==> src/rtl/iiitb_pwm_capture.sv <==
// PWM receiver: period/high-time/duty (0-10) per rise, stuck-line detect; PWM_CAP_GLITCH_FILTER_EN adds a 3-tap majority filter.
// Latency: strobe 3 clk after pwm_in first sampled high (+2 with filter); no backpressure, strobes are fire-and-forget.
module iiitb_pwm_capture #(
    parameter int CNT_W   = 16,
    parameter int TIMEOUT = 1000
) (
    input  logic             clk,
    input  logic             reset,
    input  logic             pwm_in,
    output logic [CNT_W-1:0] period,
    output logic [CNT_W-1:0] high_time,
    output logic [3:0]       duty,
    output logic             meas_valid,
    output logic             stuck,
    output logic             stuck_level
);

    localparam logic [1:0] ST_IDLE    = 2'd0;
    localparam logic [1:0] ST_MEASURE = 2'd1;
    localparam logic [1:0] ST_STUCK   = 2'd2;

    localparam int               DW        = CNT_W + 4;
    localparam logic [CNT_W-1:0] CNT_MAX   = '1;
    localparam logic [CNT_W-1:0] CNT_ONE   = CNT_W'(1);
    localparam logic [CNT_W-1:0] TIMEOUT_C = CNT_W'(TIMEOUT);

    logic             sync_1;
    logic             s;
    logic             f;
    logic             f_d;
    logic             rise;
    logic             fall;
    logic             edge_any;
    logic [CNT_W-1:0] per_cnt;
    logic [CNT_W-1:0] hi_cnt;
    logic [CNT_W-1:0] idle_cnt;
    logic [1:0]       state;
    logic             timeout_hit;
    logic             go_stuck;
    logic [DW-1:0]    hi_x10;
    logic [3:0]       duty_calc;

    always_ff @(posedge clk) begin
        if (reset) begin
            sync_1 <= 1'b0;
            s      <= 1'b0;
        end else begin
            sync_1 <= pwm_in;
            s      <= sync_1;
        end
    end

`ifdef PWM_CAP_GLITCH_FILTER_EN
    logic s_d1;
    logic s_d2;

    // Registered 2-of-3 vote: a one-cycle pulse never gets two votes.
    always_ff @(posedge clk) begin
        if (reset) begin
            s_d1 <= 1'b0;
            s_d2 <= 1'b0;
            f    <= 1'b0;
        end else begin
            s_d1 <= s;
            s_d2 <= s_d1;
            f    <= (s & s_d1) | (s & s_d2) | (s_d1 & s_d2);
        end
    end
`else
    assign f = s;
`endif

    always_ff @(posedge clk) begin
        if (reset) begin
            f_d <= 1'b0;
        end else begin
            f_d <= f;
        end
    end

    assign rise     = f & ~f_d;
    assign fall     = ~f & f_d;
    assign edge_any = rise | fall;

    // The rise cycle itself is counted, so the value seen at the next rise is the full period.
    always_ff @(posedge clk) begin
        if (reset) begin
            per_cnt  <= '0;
            hi_cnt   <= '0;
            idle_cnt <= '0;
        end else begin
            if (rise) begin
                per_cnt <= CNT_ONE;
            end else if (per_cnt != CNT_MAX) begin
                per_cnt <= per_cnt + CNT_ONE;
            end

            if (rise) begin
                hi_cnt <= CNT_ONE;
            end else if (f && (hi_cnt != CNT_MAX)) begin
                hi_cnt <= hi_cnt + CNT_ONE;
            end

            if (edge_any) begin
                idle_cnt <= '0;
            end else if (idle_cnt != CNT_MAX) begin
                idle_cnt <= idle_cnt + CNT_ONE;
            end
        end
    end

    always_comb begin
        hi_x10    = (DW'(hi_cnt) << 3) + (DW'(hi_cnt) << 1);
        duty_calc = 4'd0;
        for (int d = 1; d <= 10; d++) begin
            if ((DW'(per_cnt) * DW'(d)) <= hi_x10) begin
                duty_calc = 4'(d);
            end
        end
    end

    assign timeout_hit = (idle_cnt == TIMEOUT_C);
    // A rise in the same cycle as the timeout proves the line is alive.
    assign go_stuck    = (state != ST_STUCK) && timeout_hit && !rise;

    always_ff @(posedge clk) begin
        if (reset) begin
            state       <= ST_IDLE;
            period      <= '0;
            high_time   <= '0;
            duty        <= 4'd0;
            meas_valid  <= 1'b0;
            stuck       <= 1'b0;
            stuck_level <= 1'b0;
        end else begin
            meas_valid <= 1'b0;
            if (go_stuck) begin
                state       <= ST_STUCK;
                stuck       <= 1'b1;
                stuck_level <= f;
                period      <= '0;
                high_time   <= '0;
                duty        <= f ? 4'd10 : 4'd0;
                meas_valid  <= 1'b1;
            end else if (rise) begin
                case (state)
                    ST_IDLE: begin
                        state <= ST_MEASURE;
                    end
                    ST_MEASURE: begin
                        period     <= per_cnt;
                        high_time  <= hi_cnt;
                        duty       <= duty_calc;
                        meas_valid <= 1'b1;
                    end
                    ST_STUCK: begin
                        state       <= ST_MEASURE;
                        stuck       <= 1'b0;
                        stuck_level <= 1'b0;
                    end
                    default: begin
                        state <= ST_IDLE;
                    end
                endcase
            end
        end
    end

endmodule

==> config.mk <==
export PLATFORM = sky130hd
export DESIGN_NAME = iiitb_pwm_capture
export DESIGN_NICKNAME = d
export VERILOG_FILES = /design/src/rtl/iiitb_pwm_capture.sv
export SDC_FILE = /design/constraint.sdc
export NUM_CORES = 1
export LEC_CHECK = 0
export CAP_MARGIN = 10
export CORE_ASPECT_RATIO = 1.5
export CORE_MARGIN = 1
export CORE_UTILIZATION = 30
export CTS_CLUSTER_DIAMETER = 30
export DETAILED_ROUTE_END_ITERATION = 16
export SETUP_SLACK_MARGIN = 0.4
export SLEW_MARGIN = 20
export SYNTH_ARGS = -nofsm -noshare
export SYNTH_HDL_FRONTEND = slang
export SYNTH_SLANG_ARGS = --single-unit
==> constraint.sdc <==
create_clock -name clk -period 4.34 [get_ports clk]
set_input_delay 0.434 -clock clk [delete_from_list [all_inputs] [get_ports clk]]
set_output_delay 0.434 -clock clk [all_outputs]
set_load 0.05 [all_outputs]
==> impl_metrics.ini <==
[status]
status = finished with violations
violations = setup timing

[place]
routabilityCongestion = 0.976
port_buffers = 41
dp_hpwl_um = 33700
post-place-ws_ps = -428
place_inst = 2114

[timing]
rsz0062_at_grt = true
tightest_slew_ps = 874
tns_ps = -883
final-setup-viol-count = 4
finClkSkew_ps = 13.4
period_share_pct = 106
finalHoldViolCount = 0
maxSlewHeadroom_pct = 41.3
timing.fmax_mhz = 217
report.final.slew_viol_count = 0
period_needed_ps = 4620
fin_ws_ps = -276

[synthesis]
async_flop_share_pct = 0
synth_seq_cells = 92
synth_area_mm2 = 0.0116
netlist_top_cells_count = ha_1, a21oi_1, nand2_1
yosysMostFrequentCell = ha_1
synth_top_cells_by_area = ha_1, dfxtp_1, a21oi_1
synthCells = 1439
syn-num-nets = 1717
yosysTopAreaCell = ha_1
yosys.area.top_type_share_pct = 27.5
synth_edf_count = 0
yosys_warnings = 0
yosysSeqAreaShare_pct = 15.9
synth.avg_cell_area_um2 = 8.05
synth_cell_types = 72
yosys_most_used_dff = dfxtp_1

[grt]
track_usage_pct = 21.2
grt_max_degree = 34
grt_pass1_wl_um = 63800
grt_pass1_vias = 11900
antenna_found_initial = 1
gr-total-overflow = 0

[cells_and_area]
syn_to_final_growth_pct = 27.6
final_nets = 1933
fin_cells = 2150
nFillCells = 3802
utilization_pct = 39.0
drive_gt1_share_pct = 19.1

[drt]
drtIter0Drc = 661
detail-route-antenna-nets = 0
firstDrtPassIters = 5
via_count = 11700
via_per_inst = 5.45
route.detailed.drc = 0
wl_per_cell_um = 19.1
wl_um = 41100

[die]
dieArea_mm2 = 0.0394
die_width_um = 162
std_cell_rows = 87
ios = 42
initial_utilization_pct = 30.6
core-area_mm2 = 0.0379
dieHeight_um = 243

[worst_setup_path]
setup.worst_path.start_class = flop
crit_family = compound AO/OA/AOI/OAI gates
crit_chain = ha_4 -> ha_4 -> fa_2 -> a21o_1 -> a21oi_2 -> o21bai_1 -> a21oi_2 -> o21bai_2 -> buf_6 -> a21boi_4 -> o21ai_2 -> a31o_2 -> a21oi_2 -> xnor2_2 -> ha_1 -> nand4_1 -> buf_4 -> nor4_4 -> a31oi_2 -> and3_4 -> a2111o_1 -> a31oi_1
worstPathMaxFanout = 6
path_common_cell = a21oi_2
crit_buf_inv = 2
cp.required_ps = 4640
crit_type = reg -> reg
arrival_ps = 4920
cpPeakStageDelay_ps = 390
cp_slowest_cell = a2111o_1
end_kind = flop

[power_and_ir_drop]
power_mw = 2.31
p_per_area_mw_per_mm2 = 156
leakage_nw = 6.88
ir_worst_vdd_mv = 0.235

[cts]
cts_tree = done
cts_buffer_depth = 2
clkSinkCount = 92
clockRootBuffer = clkbuf_16
postCtsHoldBufs = 0
h-tree-depth = 3
clk_latency_ps = 370
clk_pin_slew_ps = 80
numCtsBuffers = 9

[hold_path]
hold_path_class = reg -> reg

[run]
maxCapViolCount = 0
path summary, 6_finish.rpt:
| path | startpoint | to | slack (ps) | cells past startpoint |
|---|---|---|---|---|
| setup reg to reg | per_cnt[1]$_SDFFE_PP0P_ | duty[1]$_SDFFE_PP0P_ | -280 | 22 |
| setup / recovery | per_cnt[1]$_SDFFE_PP0P_ | duty[1]$_SDFFE_PP0P_ | -280 | 22 |
| hold reg to reg | sync_1$_SDFF_PP0_ | f$_SDFF_PP0_ | 450 | 1 |
| hold / removal | sync_1$_SDFF_PP0_ | f$_SDFF_PP0_ | 450 | 1 |
repair_timing:
item	in CTS	in global routing
setup buffers	7	12
pin swaps	16	44
setup endpoints to repair	4	4
resized for setup	28	37
worst reg2reg max path: stages, from the launching register on:
cell      delay [ps]
dfxtp_4          380
ha_4             250
ha_4             160
fa_2             340
a21o_1           170
a21oi_2          200
o21bai_1         110
a21oi_2          180
o21bai_2         100
buf_6            140
a21boi_4         150
o21ai_2           80
a31o_2           260
a21oi_2          180
xnor2_2           90
ha_1             330
nand4_1          160
buf_4            200
nor4_4           150
a31oi_2          160
and3_4           210
a2111o_1         390
a31oi_1          150
cells by family (layout without fill, tap and decap cells):
kind of cell	Yosys count	in the layout	share of synthesized area (%)
simple gates	474	474	19.9
compound gates	388	388	21.5
fa+ha+maj	280	280	31.4
xor+xnor	101	101	7.70
buf+inv	101	322	3.28
flops	92	92	15.9
mux	3	3	0.259
other cells	0	1	0
metrics by stage:
step | instance area (µm²) | hold WS, ps
global route | 14800 | 468
global placement | 14100 | 427
finish | 14800 | 446
CTS | 14500 | 456
floorplan | 11800 | 414
detailed placement | 14100 | 434
flip-flops by register name, indices dropped and copies added, names as in the netlist:
name	flops
duty	4
f	1
f_d	1
hi_cnt	16
high_time	16
idle_cnt	16
meas_valid	1
per_cnt	16
period	16
state	2
stuck	1
stuck_level	1
sync_1	1
cell type report:
cell class | count | area, µm² | share of cell area [%]
diodes | 1 | 2.50 | 0.0169
clock buffers | 10 | 229 | 1.55
clock inverters | 6 | 57.6 | 0.389
inverters | 66 | 248 | 1.68
multi-input cells | 1246 | 9770 | 66.1
flip-flops and latches | 92 | 1880 | 12.7
well taps | 489 | 612 | 4.14
repair buffers | 240 | 1990 | 13.4
placed cells by master, fill, tap and decap left out, drive strengths merged, types with 9 or more instances in the layout:
cell,synthesis,final
a2111oi,9,9
a211oi,23,23
a21boi,9,9
a21o,40,40
a21oi,131,131
a31oi,18,18
and3,12,12
and4,9,9
buf,3,199
clkbuf,32,10
clkdlybuf4s50,0,41
dfxtp,92,92
fa,20,20
ha,255,255
inv,66,69
nand2,131,131
nand2b,9,9
nand3,45,45
nand4,37,37
nor2,122,122
nor2b,22,22
nor3,31,31
nor4,10,10
o211ai,10,10
o21a,22,22
o21ai,67,67
o21bai,9,9
or2,10,10
or3,13,13
xnor2,64,64
xor2,37,37
report_power, final:
part / total (mW) / switching [mW] / internal [mW] / leakage [nW]
combinational: 0.642 / 0.360 / 0.283 / 5.99
clock: 0.814 / 0.411 / 0.403 / 0.141
sequential: 0.857 / 0.00926 / 0.848 / 0.752
total: 2.31 / 0.779 / 1.53 / 6.88
routing by layer:
metal	wire length (µm)	track usage [%]	vias to the layer above
li1	-	-	5742
met1	14500	20.1	5516
met2	21200	38.7	314
met3	1370	2.70	145
met4	4040	20.1	0
met5	0	0	-
Power figures use the tool's default switching activity.
